## src/rtl/hex_display_pkg.sv

```systemverilog
// Shared types and constants for the seven-segment display arbiter.
package hex_display_pkg;

  localparam int NUM_DIGITS = 8;

  typedef logic [NUM_DIGITS-1:0][3:0] hex_digits_t;

  typedef enum logic {
    IDLE = 1'b0,
    HOLD = 1'b1
  } arb_state_t;

endpackage

```

## src/rtl/hex_display_arbiter_rr_pick.sv

```systemverilog
// Round-robin picker: first set bit of req at or after index start, wrapping.
module rr_pick #(
  parameter int N  = 4,
  parameter int IW = (N > 1) ? $clog2(N) : 1
) (
  input  logic [N-1:0]  req,
  input  logic [IW-1:0] start,
  output logic          found,
  output logic [IW-1:0] idx
);

  // Walk the requesters from start, taking the first one that is asking.
  always_comb begin
    int k;
    found = 1'b0;
    idx   = '0;
    for (int i = 0; i < N; i++) begin
      k = int'(start) + i;
      if (k >= N) k = k - N;
      if (!found && req[k]) begin
        found = 1'b1;
        idx   = IW'(k);
      end
    end
  end

endmodule

```

## src/rtl/hex_display_arbiter.sv

```systemverilog
// Round-robin arbiter sharing one 8-digit scanned display among NUM_REQ
// requesters, with a minimum dwell per grant and per-digit blinking.
module hex_display_arbiter
  import hex_display_pkg::*;
#(
  parameter int NUM_REQ    = 4,
  parameter int DWELL      = 50_000_000,
  parameter int BLINK_HALF = 25_000_000
) (
  input  logic                                     clk,
  input  logic                                     clr,
  input  logic [NUM_REQ-1:0]                       req,
  input  logic [NUM_REQ-1:0][NUM_DIGITS-1:0][3:0]  value,
  input  logic [NUM_REQ-1:0][NUM_DIGITS-1:0]       dots,
  input  logic [NUM_REQ-1:0][NUM_DIGITS-1:0]       digit_en,
  input  logic [NUM_REQ-1:0][NUM_DIGITS-1:0]       blink,
  output logic [NUM_REQ-1:0]                       gnt,
  output logic                                     busy,
  output logic [NUM_DIGITS-1:0]                    en,
  output logic [NUM_DIGITS-1:0][3:0]               display,
  output logic [NUM_DIGITS-1:0]                    dots_out
);

  localparam int OW = (NUM_REQ > 1) ? $clog2(NUM_REQ) : 1;
  localparam int DW = (DWELL > 1) ? $clog2(DWELL) : 1;
  localparam int BW = (BLINK_HALF > 1) ? $clog2(BLINK_HALF) : 1;

  localparam logic [OW-1:0] LAST_IDX   = OW'(NUM_REQ - 1);
  localparam logic [DW-1:0] DWELL_LAST = DW'(DWELL - 1);
  localparam logic [BW-1:0] BLINK_LAST = BW'(BLINK_HALF - 1);

  function automatic logic [OW-1:0] wrap_inc(input logic [OW-1:0] i);
    return (i == LAST_IDX) ? '0 : i + OW'(1);
  endfunction

  function automatic logic [NUM_REQ-1:0] onehot(input logic [OW-1:0] i);
    logic [NUM_REQ-1:0] r;
    r    = '0;
    r[i] = 1'b1;
    return r;
  endfunction

  arb_state_t         state, state_nxt;
  logic [OW-1:0]      owner, owner_nxt;
  logic [OW-1:0]      ptr, ptr_nxt;
  logic [DW-1:0]      dwell_cnt, dwell_nxt;
  logic [BW-1:0]      blink_cnt, blink_cnt_nxt;
  logic               blink_phase, blink_phase_nxt;

  logic [NUM_REQ-1:0] others;
  logic [OW-1:0]      owner_succ;
  logic               idle_found, hold_found;
  logic [OW-1:0]      idle_idx, hold_idx;

  hex_digits_t        sel_value;
  logic [NUM_DIGITS-1:0] sel_dots, sel_en;

  assign others     = req & ~onehot(owner);
  assign owner_succ = wrap_inc(owner);

  rr_pick #(.N(NUM_REQ), .IW(OW)) u_pick_idle (
    .req   (req),
    .start (ptr),
    .found (idle_found),
    .idx   (idle_idx)
  );

  rr_pick #(.N(NUM_REQ), .IW(OW)) u_pick_hold (
    .req   (others),
    .start (owner_succ),
    .found (hold_found),
    .idx   (hold_idx)
  );

  // Arbitration: owner release beats dwell expiry; an expired dwell with
  // nobody else waiting keeps the owner with the counter parked at the top.
  always_comb begin
    state_nxt = state;
    owner_nxt = owner;
    ptr_nxt   = ptr;
    dwell_nxt = (dwell_cnt == DWELL_LAST) ? dwell_cnt : dwell_cnt + DW'(1);
    case (state)
      IDLE: begin
        dwell_nxt = '0;
        if (idle_found) begin
          owner_nxt = idle_idx;
          state_nxt = HOLD;
        end
      end
      HOLD: begin
        if (!req[owner]) begin
          ptr_nxt   = owner_succ;
          dwell_nxt = '0;
          if (hold_found) owner_nxt = hold_idx;
          else            state_nxt = IDLE;
        end else if (dwell_cnt == DWELL_LAST && hold_found) begin
          owner_nxt = hold_idx;
          ptr_nxt   = wrap_inc(hold_idx);
          dwell_nxt = '0;
        end
      end
      default: state_nxt = IDLE;
    endcase
  end

  // Free-running blink timebase, independent of grants.
  always_comb begin
    if (blink_cnt == BLINK_LAST) begin
      blink_cnt_nxt   = '0;
      blink_phase_nxt = ~blink_phase;
    end else begin
      blink_cnt_nxt   = blink_cnt + BW'(1);
      blink_phase_nxt = blink_phase;
    end
  end

  assign sel_value = value[owner_nxt];
  assign sel_dots  = dots[owner_nxt];
  assign sel_en    = digit_en[owner_nxt] &
                     ~(blink[owner_nxt] & {NUM_DIGITS{blink_phase_nxt}});

  // Arbitration and blink state registers.
  always_ff @(posedge clk) begin
    if (clr) begin
      state       <= IDLE;
      owner       <= '0;
      ptr         <= '0;
      dwell_cnt   <= '0;
      blink_cnt   <= '0;
      blink_phase <= 1'b0;
    end else begin
      state       <= state_nxt;
      owner       <= owner_nxt;
      ptr         <= ptr_nxt;
      dwell_cnt   <= dwell_nxt;
      blink_cnt   <= blink_cnt_nxt;
      blink_phase <= blink_phase_nxt;
    end
  end

  // Output image: grant and image update on the same edge; idle keeps the
  // last digits and dots but blanks all enables.
  always_ff @(posedge clk) begin
    if (clr) begin
      gnt      <= '0;
      busy     <= 1'b0;
      en       <= '0;
      display  <= '0;
      dots_out <= '0;
    end else if (state_nxt == HOLD) begin
      gnt      <= onehot(owner_nxt);
      busy     <= 1'b1;
      en       <= sel_en;
      display  <= sel_value;
      dots_out <= sel_dots;
    end else begin
      gnt      <= '0;
      busy     <= 1'b0;
      en       <= '0;
    end
  end

endmodule

```

## config.mk

```make
export PLATFORM = sky130hd
export DESIGN_NAME = hex_display_arbiter
export DESIGN_NICKNAME = d
export VERILOG_FILES = /design/src/rtl/hex_display_pkg.sv /design/src/rtl/hex_display_arbiter_rr_pick.sv /design/src/rtl/hex_display_arbiter.sv
export SDC_FILE = /design/constraint.sdc
export NUM_CORES = 1
export LEC_CHECK = 0
export CAP_MARGIN = 20
export CORE_AREA = 2 2 175 91
export DETAILED_ROUTE_END_ITERATION = 16
export DIE_AREA = 0 0 177 93
export PLACE_DENSITY = 0.89
export REMOVE_ABC_BUFFERS = 1
export SLEW_MARGIN = 20
export SYNTH_ARGS = -nofsm -noshare
export SYNTH_HDL_FRONTEND = slang
export SYNTH_SLANG_ARGS = --single-unit
```

## constraint.sdc

```tcl
create_clock -name clk -period 3 [get_ports clk]
set_input_delay 0.75 -clock clk [delete_from_list [all_inputs] [get_ports clk]]
set_output_delay 0.75 -clock clk [all_outputs]
set_load 0.005 [all_outputs]
```

==> run_results.csv, run 1 <==
group,metric,value,unit
setup_path,crit_required,3.28,ns
layout,syn_to_final_growth,59.4,%
yosys,syn_avg_cell_area,8.86,um^2
yosys,yosysWarnings,0,
pwr,ir_drop,0.276,mV
yosys,synthFlopType,"dfxtp_1",
global_route,grt_pass1_wl,34.4,mm
drt,wl,23.0,mm
sta,clock_skew,0.0134,ns
pwr,power.density,481,nW/um^2
drt,antenna_left,0,
die,die-area,16500,um^2
pwr,total_power,4.83,mW
pwr,p_switching,1.49,mW
layout,drive_above_1_share,10.2,%
clock_tree,cts-root-buf,"clkbuf_16",
yosys,yosysTopAreaCellShare,34.7,%
yosys,yosysTopAreaCell,"dfxtp_1",
clock_tree,postCtsHoldBufs,0,
setup_path,slowest_stage,"clkdlybuf4s50_1",
min_path,min_from,"blink_cnt[0]",
die,fp.dieW,177,um
clock_tree,cts.clk_slew.worst_paths,0.07,ns
min_path,hp-class,"reg -> reg",
sta,hold_viol,0,
yosys,synth.distinct_cells,62,
clock_tree,clock_path_buffers,2,
layout,final_nets,1246,
place,place_hpwl,17.4,mm
setup_path,worst-path-stages,11,
sta,max_slew_margin,60.8,%
pwr,clockPowerShare,23.2,%
sta,setup_slack,0.0549,ns
global_route,grt_usage,26.6,%
drt,viasPerCell,5.60,
sta,tightestPinTransition,0.583,ns
setup_path,critPathMaxFanout,32,
drt,vias,6829,
setup_path,reg2regPathDepth,12,
setup_path,timing.rr.start,"owner[0]",
global_route,antenna_found_initial,1,
run_status,run_status,"finished clean",
setup_path,endpoint_kind,"flip-flop",
yosys,syn_area,6300,um^2
sta,fmax,340,MHz
min_path,hold_depth,1,
sta,slew_viol_final,0,
pwr,p_leak,3.75,nW
yosys,synth_edf_count,0,
pwr,sw_frac_of_total,30.9,%
pwr,p_comb_share,40.4,%
sta,finalCritPeriodShare,98.2,%
setup_path,worstPathCellList,"clkdlybuf4s50_1 -> buf_4 -> nand2b_1 -> o21ai_0 -> a22oi_1 -> buf_4 -> o32ai_4 -> buf_6 -> o21ai_0 -> a21o_1 -> a211oi_2",
global_route,grt_max_degree,46,
setup_path,cpLargestDelayFamily,"compound AO/OA/AOI/OAI gates",
clock_tree,cts.sinks,109,
job,drv_cap,0,
place,dp_cells,1201,
global_route,grt_pass1_vias,6565,
die,core,15000,um^2
pwr,share_seq_of_total_power,36.4,%
die,initial_core_util,41.9,%
drt,drtIter0Drc,608,
sta,period_minus_slack,2.95,ns
setup_path,arrival,3.22,ns
die,ioPinCount,283,
setup_path,max_stage_delay,0.57,ns
yosys,syn_inst,711,
drt,drc,0,
layout,fin_cells,1220,
yosys,ys_seq_area_share,34.7,%
setup_path,critical_path_buf_inv_count,4,
clock_tree,numCtsBuffers,9,
place,port_buffers,282,
drt,dr.pass1.iters,5,
global_route,overflow,0,
pwr,p_int,3.34,mW
sta,whs,0.468,ns
setup_path,worst_setup_path_start_kind,"primary input",
clock_tree,h-tree-depth,3,
setup_path,cp-startpoint,"req[0]",
clock_tree,cts_tree,"yes",
setup_path,critPathKind,"in -> reg",
die,die_h,93,um
sta,rsz0062_at_grt,"yes",
die,rows,32,
place,dp_worst_setup_slack,-0.363,ns
sta,setup_tns,0,ns
clock_tree,insertion_delay,0.35,ns
yosys,async_flop_share,0,%
place,gp_congestion,0.925,
drt,wl_per_cell,18.9,um
yosys,yosys-top-cells-area,"dfxtp_1 (35%), mux2i_1 (13%), o221ai_1 (5.7%), nand3b_1 (4.9%), nand3_1 (4.1%)",
yosys,ys_ff_latch,109,
sta,finalSetupViolCount,0,
==> cells in the final DEF, fill, tap and decap left out, types with 3 or more instances in the layout <==
| cell type | synthesis | layout |
|---|---|---|
| a211oi_2 | 8 | 8 |
| a21o_1 | 15 | 15 |
| a21oi_1 | 26 | 26 |
| and2_1 | 4 | 4 |
| and3_1 | 4 | 4 |
| and4_1 | 3 | 3 |
| buf_12 | 0 | 12 |
| buf_4 | 7 | 38 |
| clkbuf_16 | 0 | 10 |
| clkdlybuf4s50_1 | 0 | 280 |
| clkinv_2 | 0 | 3 |
| dfxtp_1 | 109 | 108 |
| ha_1 | 6 | 6 |
| inv_1 | 10 | 10 |
| mux2i_1 | 82 | 82 |
| nand2_1 | 31 | 30 |
| nand2b_1 | 3 | 3 |
| nand3_1 | 52 | 52 |
| nand3b_1 | 41 | 41 |
| nand4_1 | 9 | 9 |
| nor2_1 | 67 | 67 |
| nor2b_1 | 5 | 4 |
| nor3_1 | 9 | 9 |
| nor4_1 | 8 | 6 |
| o21ai_0 | 44 | 44 |
| o221ai_1 | 41 | 41 |
| or3_1 | 8 | 8 |
| xnor2_1 | 14 | 14 |
| xor2_1 | 28 | 28 |
==> cell families (layout without fill, tap and decap cells) <==
kind of cell	count (synthesis)	in the layout	share of synthesized area, %
simple gates	261	261	22.7
other cells	0	1	0
compound gates	154	154	17.7
mux	83	83	13.4
buf+inv	56	360	4.47
fa+ha+maj	6	6	1.19
flops	109	109	34.7
xor+xnor	42	42	5.84
==> final timing paths <==
path,slack (ns),to
max,0.05,en[3]
max reg2reg,0.19,display[21]
min reg2reg,0.47,blink_cnt[0]
min,0.47,blink_cnt[0]
==> cells in the mapped netlist (15+ instances only) <==
cell type,n
clkbuf_1,30
dfxtp_1,109
nand3_1,52
a21o_1,15
o221ai_1,41
o21ai_0,44
nor2_1,67
xor2_1,28
nand3b_1,41
mux2i_1,82
a21oi_1,26
nand2_1,31
==> registers in the layout, indices dropped and copies added (netlist names), 2 cells and up <==
register and count:
ptr 2, blink_cnt 25, en 8, gnt 4, owner 2, dwell_cnt 26
dots_out 8, display 32
==> power groups by stage <==
| stage | Sequential (mW) | Combinational (mW) | Clock, mW |
|---|---|---|---|
| 4_1_cts | 1.75 | 1.90 | 1.14 |
| 5_1_grt | 1.77 | 2.07 | 1.21 |
| 2_1_floorplan | 1.77 | 0.783 | 0 |
| 3_3_place_gp | 1.77 | 1.86 | 0 |
| 6_report | 1.76 | 1.95 | 1.12 |
| 3_5_place_dp | 1.77 | 1.89 | 0 |
==> area by class of cell <==
type                       instances  area, um^2
timing repair buffer             334        3390
antenna                            1        2.50
multi-input combinational        546        3900
clock inverter                     4        23.8
fill                            1153        4980
tap                              204         255
inverter                          10        37.5
clock buffer                      12         246
sequential                       109        2180
==> worst register-to-register path: cells and delay by family (launching register included) <==
family	cells	cell delay, ns
adder cells (fa/ha/maj)	1	0.23
buffers and inverters	5	0.79
flip-flops	1	0.44
AND/OR/NAND/NOR	3	0.60
AO/OA/AOI/OAI	3	0.61
==> per-stage QoR <==
stage	util, %	instance area (um^2)
after floorplan	-	6050
after global placement	64.5	9680
after detailed placement	64.5	9680
after CTS	66.3	9950
after global routing	66.8	10000
final	66.8	10000
==> timing repair <==
item                                    in CTS  in global routing
hold endpoints to repair                     0                  0
pin swaps                                    0                  1
setup buffers                                0                  1
endpoints found under the setup margin       2                 49
cloned                                       0                  1
resized for setup                            1                 11
==> routing by layer <==
metal  global-route usage (%)  share of wire [%]  vias to the layer above
met1                     35.3                 43                     3212
li1                         -                  -                     3227
met5                        0                  0                        -
met2                     41.9                 45                      355
met4                     8.40                2.3                        0
met3                     7.40                9.7                       35
No activity file was read; power rests on OpenSTA's default activity.
==> run 2, diff against run 1 <==
--- a/config.mk
+++ b/config.mk
@@ -6,9 +6,9 @@
 export NUM_CORES = 1
 export LEC_CHECK = 0
 export CAP_MARGIN = 20
-export CORE_AREA = 2 2 175 91
+export CORE_AREA = 2 2 125 127
 export DETAILED_ROUTE_END_ITERATION = 16
-export DIE_AREA = 0 0 177 93
+export DIE_AREA = 0 0 127 129
 export PLACE_DENSITY = 0.89
 export REMOVE_ABC_BUFFERS = 1
 export SLEW_MARGIN = 20
==> run_results.csv, run 2 (synthesized netlist as in run 1, its figures left out) <==
group,metric,value,unit
clock_tree,h-tree-depth,3,
global_route,grtUsageMet2,44.0,%
setup_path,crit_end,"dots_out[7]",
layout,largest-register,"display",
global_route,grt_max_degree,41,
clock_tree,clock_path_buffers,2,
drt,viasPerCell,5.67,
layout,final_cell_mix,"clkdlybuf4s50_1 (282), dfxtp_1 (109), mux2i_1 (81), nor2_1 (67), nand3_1 (52)",
clock_tree,cts-root-buf,"clkbuf_16",
die,fp.dieW,127,um
layout,post-route-util,67.0,%
drt,wl,23.4,mm
sta,finalSetupViolCount,1,
sta,hold_viol,0,
setup_path,cp-startpoint,"req[2]",
setup_path,arrival,3.20,ns
clock_tree,postCtsHoldBufs,0,
layout,reg_top3,"display: 32 flops, dwell_cnt: 26 flops, blink_cnt: 25 flops",
setup_path,critPathKind,"in -> reg",
clock_tree,numCtsBuffers,9,
place,place_hpwl,18.0,mm
sta,slew_viol_final,0,
sta,tightestPinTransition,0.540,ns
die,core,15000,um^2
run_status,violations,"setup timing",
setup_path,worst_setup_path_start_kind,"primary input",
setup_path,critPathMaxFanout,9,
drt,wl_per_cell,19.3,um
clock_tree,cts.clk_slew.worst_paths,0.07,ns
place,place_area,9710,um^2
pwr,p_leak,3.75,nW
layout,mostFrequentLayoutCell,"clkdlybuf4s50_1",
sta,period_minus_slack,3.01,ns
layout,fill_cells,1171,
layout,fin_area,10000,um^2
layout,syn_to_final_growth,59.3,%
drt,drtIter0Drc,648,
sta,finalCritPeriodShare,100,%
clock_tree,cts.sinks,109,
layout,drive_above_1_share,10.7,%
min_path,hp-class,"reg -> reg",
layout,largest_register_ffs,32,
setup_path,crit_required,3.19,ns
die,die-area,16400,um^2
global_route,antenna_found_initial,2,
global_route,use_met1,34.9,%
place,port_buffers,282,
setup_path,endpoint_kind,"flip-flop",
pwr,power.density,483,nW/um^2
drt,antenna_left,0,
global_route,grt.busiest_layer,"met2",
die,die_h,129,um
drt,vias,6861,
job,drv_cap,0,
die,ioPinCount,283,
sta,setup_slack,-0.00604,ns
global_route,grt_pass1_wl,34.7,mm
global_route,grt_use_met3,6.53,%
setup_path,timing.rr.start,"dwell_cnt[0]",
pwr,ir_drop,0.287,mV
clock_tree,cts_tree,"yes",
layout,multiInputGateArea,3890,um^2
global_route,overflow,0,
drt,drc,0,
die,initial_core_util,42.0,%
place,gp_congestion,0.893,
sta,max_slew_margin,63.6,%
global_route,grt_pass1_vias,6395,
min_path,hold_depth,1,
global_route,grt_usage,27.0,%
setup_path,r2r_slack,0.17,ns
setup_path,reg2regPathDepth,9,
clock_tree,insertion_delay,0.35,ns
layout,register_area,2180,um^2
run_status,run_status,"finished with violations",
setup_path,timing.rr.end,"dots_out[7]",
sta,whs,0.448,ns
sta,fmax,333,MHz
drt,dr.pass1.iters,5,
die,rows,45,
layout,final_nets,1254,
sta,clock_skew,0.0109,ns
==> run 2: repair_timing <==
action                     4_1_cts  5_1_grt
buffers inserted                 0        2
setup endpoints to repair        2       48
pin swaps                        0        2
resized for setup                2        8
==> run 2: through the flow <==
step	cells	TNS, ns	power, mW	worst slack, ns
finish	1211	-0.00604	4.84	-0.00604
global route	1210	-0.0492	5.05	-0.0146
CTS	1208	0	4.82	0.00393
detailed placement	1193	-14.88	3.71	-0.380
global placement	1193	-13.15	3.66	-0.336
floorplan	665	-88.85	2.55	-1.71
==> run 2: routing by layer <==
layer  part of all wire, %  wire length, um  up-vias
met5                     0                0        -
met4                   2.7              626        0
met3                   8.9             2090       47
met2                    47            11000      339
met1                    41             9710     3237
li1                      -                -     3238
==> run 2: cell type report <==
class                   count  share of cell area, %
diodes                      1                 0.0249
clock buffers              13                   2.49
clock inverters             2                 0.0998
inverters                  10                  0.374
multi-input cells         546                   38.8
flip-flops and latches    109                   21.8
well taps                 188                   2.35
repair buffers            342                   34.2
==> run 2: how the worst min path moves through the flow <==
stage	start	to
after CTS	blink_cnt[0]	blink_cnt[0]
after global routing	blink_cnt[0]	blink_cnt[0]
after floorplan	blink_cnt[0]	blink_cnt[0]
final	blink_cnt[0]	blink_cnt[0]
after detailed placement	blink_cnt[0]	blink_cnt[0]
after global placement	blink_cnt[0]	blink_cnt[0]
==> run 2: where the power goes <==
part,internal (mW),switching (mW)
registers,1.63,0.109
logic,1.15,0.844
clock network,0.581,0.532
==> run 2: worst max-delay path: stages <==
cell	delay [ns]
clkdlybuf4s50_1	0.49
or2b_2	0.35
buf_4	0.15
o221ai_1	0.23
o31a_1	0.27
nor4_2	0.08
buf_4	0.15
o21ai_4	0.22
buf_6	0.17
buf_4	0.18
o221ai_1	0.17
==> run 3, diff against run 2 <==
--- a/config.mk
+++ b/config.mk
@@ -11,6 +11,7 @@
 export DIE_AREA = 0 0 127 129
 export PLACE_DENSITY = 0.89
 export REMOVE_ABC_BUFFERS = 1
+export SKIP_CTS_REPAIR_TIMING = 1
 export SLEW_MARGIN = 20
 export SYNTH_ARGS = -nofsm -noshare
 export SYNTH_HDL_FRONTEND = slang
==> run_results.csv, run 3 (synthesized netlist as in run 1, its figures left out) <==
group,metric,value,unit
run_status,run_status,"finished clean",
sta,setup_slack,0.0265,ns
clock_tree,cts.sinks,109,
setup_path,endpoint_kind,"flip-flop",
global_route,antenna_found_initial,2,
drt,wl_per_cell,19.4,um
layout,fin_area,10000,um^2
clock_tree,numCtsBuffers,9,
setup_path,cp_common_cell,"buf_4",
pwr,p_switching,1.48,mW
pwr,p_int,3.36,mW
setup_path,worstPathCellList,"clkdlybuf4s50_1 -> or2b_2 -> buf_4 -> o221ai_1 -> o31a_1 -> nor4_2 -> buf_4 -> o21ai_4 -> buf_6 -> buf_4 -> o221ai_1",
sta,max_slew_margin,62.3,%
min_path,hp-class,"reg -> reg",
min_path,whs_endpoint,"blink_cnt[0]",
global_route,grt_max_degree,41,
sta,period_minus_slack,2.97,ns
place,place_area,9710,um^2
layout,reg_top3,"display: 32 flops, dwell_cnt: 26 flops, blink_cnt: 25 flops",
layout,largest-register,"display",
setup_path,max_stage_delay,0.48,ns
pwr,sw_frac_of_total,30.7,%
clock_tree,clock_path_buffers,2,
global_route,grt_usage,27.0,%
clock_tree,insertion_delay,0.35,ns
layout,drive_above_1_share,10.6,%
clock_tree,h-tree-depth,3,
global_route,grt_pass1_wl,34.6,mm
die,rows,45,
setup_path,timing.rr.end,"dots_out[7]",
setup_path,reg2regPathDepth,9,
setup_path,arrival,3.17,ns
layout,final_cell_mix,"clkdlybuf4s50_1 (282), dfxtp_1 (109), mux2i_1 (81), nor2_1 (67), nand3_1 (52)",
pwr,clockPowerShare,23.0,%
setup_path,r2r_slack,0.17,ns
global_route,overflow,0,
sta,clock_skew,0.0119,ns
layout,final_nets,1253,
setup_path,timing.rr.start,"dwell_cnt[0]",
die,die-area,16400,um^2
die,ioPinCount,283,
sta,finalSetupViolCount,0,
drt,vias,6818,
drt,wl,23.4,mm
place,port_buffers,282,
min_path,min_from,"blink_cnt[0]",
place,dp_cells,1193,
sta,fmax,336,MHz
job,drv_cap,0,
layout,fin_cells,1210,
sta,setup_tns,0,ns
setup_path,critPathMaxFanout,9,
layout,largest_register_ffs,32,
die,initial_core_util,42.0,%
die,core,15000,um^2
place,gp_congestion,0.893,
setup_path,worst_setup_path_start_kind,"primary input",
drt,dr.pass1.iters,5,
sta,whs,0.445,ns
setup_path,critPathKind,"in -> reg",
pwr,share_seq_of_total_power,36.0,%
setup_path,slowest_stage,"clkdlybuf4s50_1",
sta,tightestPinTransition,0.564,ns
global_route,grt_pass1_vias,6391,
sta,hold_viol,0,
clock_tree,cts-root-buf,"clkbuf_16",
drt,antenna_left,0,
pwr,p_leak,3.75,nW
pwr,ir_drop,0.289,mV
drt,drc,0,
pwr,power.density,482,nW/um^2
setup_path,crit_required,3.20,ns
die,die_h,129,um
clock_tree,cts.clk_slew.worst_paths,0.07,ns
layout,syn_to_final_growth,59.3,%
place,place_hpwl,18.0,mm
clock_tree,cts_tree,"yes",
min_path,hold_depth,1,
drt,drtIter0Drc,689,
drt,viasPerCell,5.63,
sta,slew_viol_final,0,
layout,mostFrequentLayoutCell,"clkdlybuf4s50_1",
die,fp.dieW,127,um
pwr,p_comb_share,41.1,%
sta,finalCritPeriodShare,99.1,%
place,dp_worst_setup_slack,-0.380,ns
==> run 3: layer usage <==
| metal | share of wire, % | track usage [%] | vias to the layer above |
|---|---|---|---|
| met5 | 0 | 0 | - |
| met4 | 2.7 | 10.5 | 0 |
| met3 | 8.9 | 6.53 | 43 |
| met2 | 47 | 43.9 | 332 |
| met1 | 42 | 34.8 | 3207 |
| li1 | - | - | 3236 |
==> run 3: area by class of cell <==
| type | count | area (um^2) |
|---|---|---|
| Fill cell | 1173 | 4940 |
| Multi-Input combinational cell | 546 | 3900 |
| Antenna cell | 1 | 2.50 |
| Timing Repair Buffer | 341 | 3420 |
| Sequential cell | 109 | 2180 |
| Clock inverter | 2 | 10.0 |
| Tap cell | 188 | 235 |
| Inverter | 10 | 37.5 |
| Clock buffer | 13 | 250 |
==> run 3: critical path, delay by kind of cell <==
family / cells / cell delay, ns
buffers and inverters: 5 / 1.13
AO/OA/AOI/OAI: 4 / 0.86
AND/OR/NAND/NOR: 2 / 0.43
==> run 3: power groups by stage <==
stage / Combinational [mW] / Sequential [mW] / Clock, mW
after global routing: 2.11 / 1.76 / 1.18
after CTS: 1.95 / 1.74 / 1.13
final: 1.99 / 1.74 / 1.11
after floorplan: 0.783 / 1.77 / 0
after detailed placement: 1.94 / 1.77 / 0
after global placement: 1.90 / 1.76 / 0
==> run 3: per-stage QoR <==
stage	power [mW]	util (%)
after floorplan	2.55	-
final	4.84	67.0
after detailed placement	3.71	64.8
after global placement	3.66	64.8
after global routing	5.04	67.0
after CTS	4.82	66.6
==> run 3: how the worst max path moves through the flow <==
stage | start | to | slack, ns | cells past startpoint
3_3_place_gp | req[2] | en[0] | -0.34 | 10
5_1_grt | req[2] | dots_out[7] | -0.009 | 11
4_1_cts | req[3] | display[3] | -0.02 | 9
2_1_floorplan | req[3] | display[0] | -1.71 | 5
3_5_place_dp | req[2] | dots_out[7] | -0.38 | 10
6_report | req[2] | dots_out[7] | 0.03 | 11
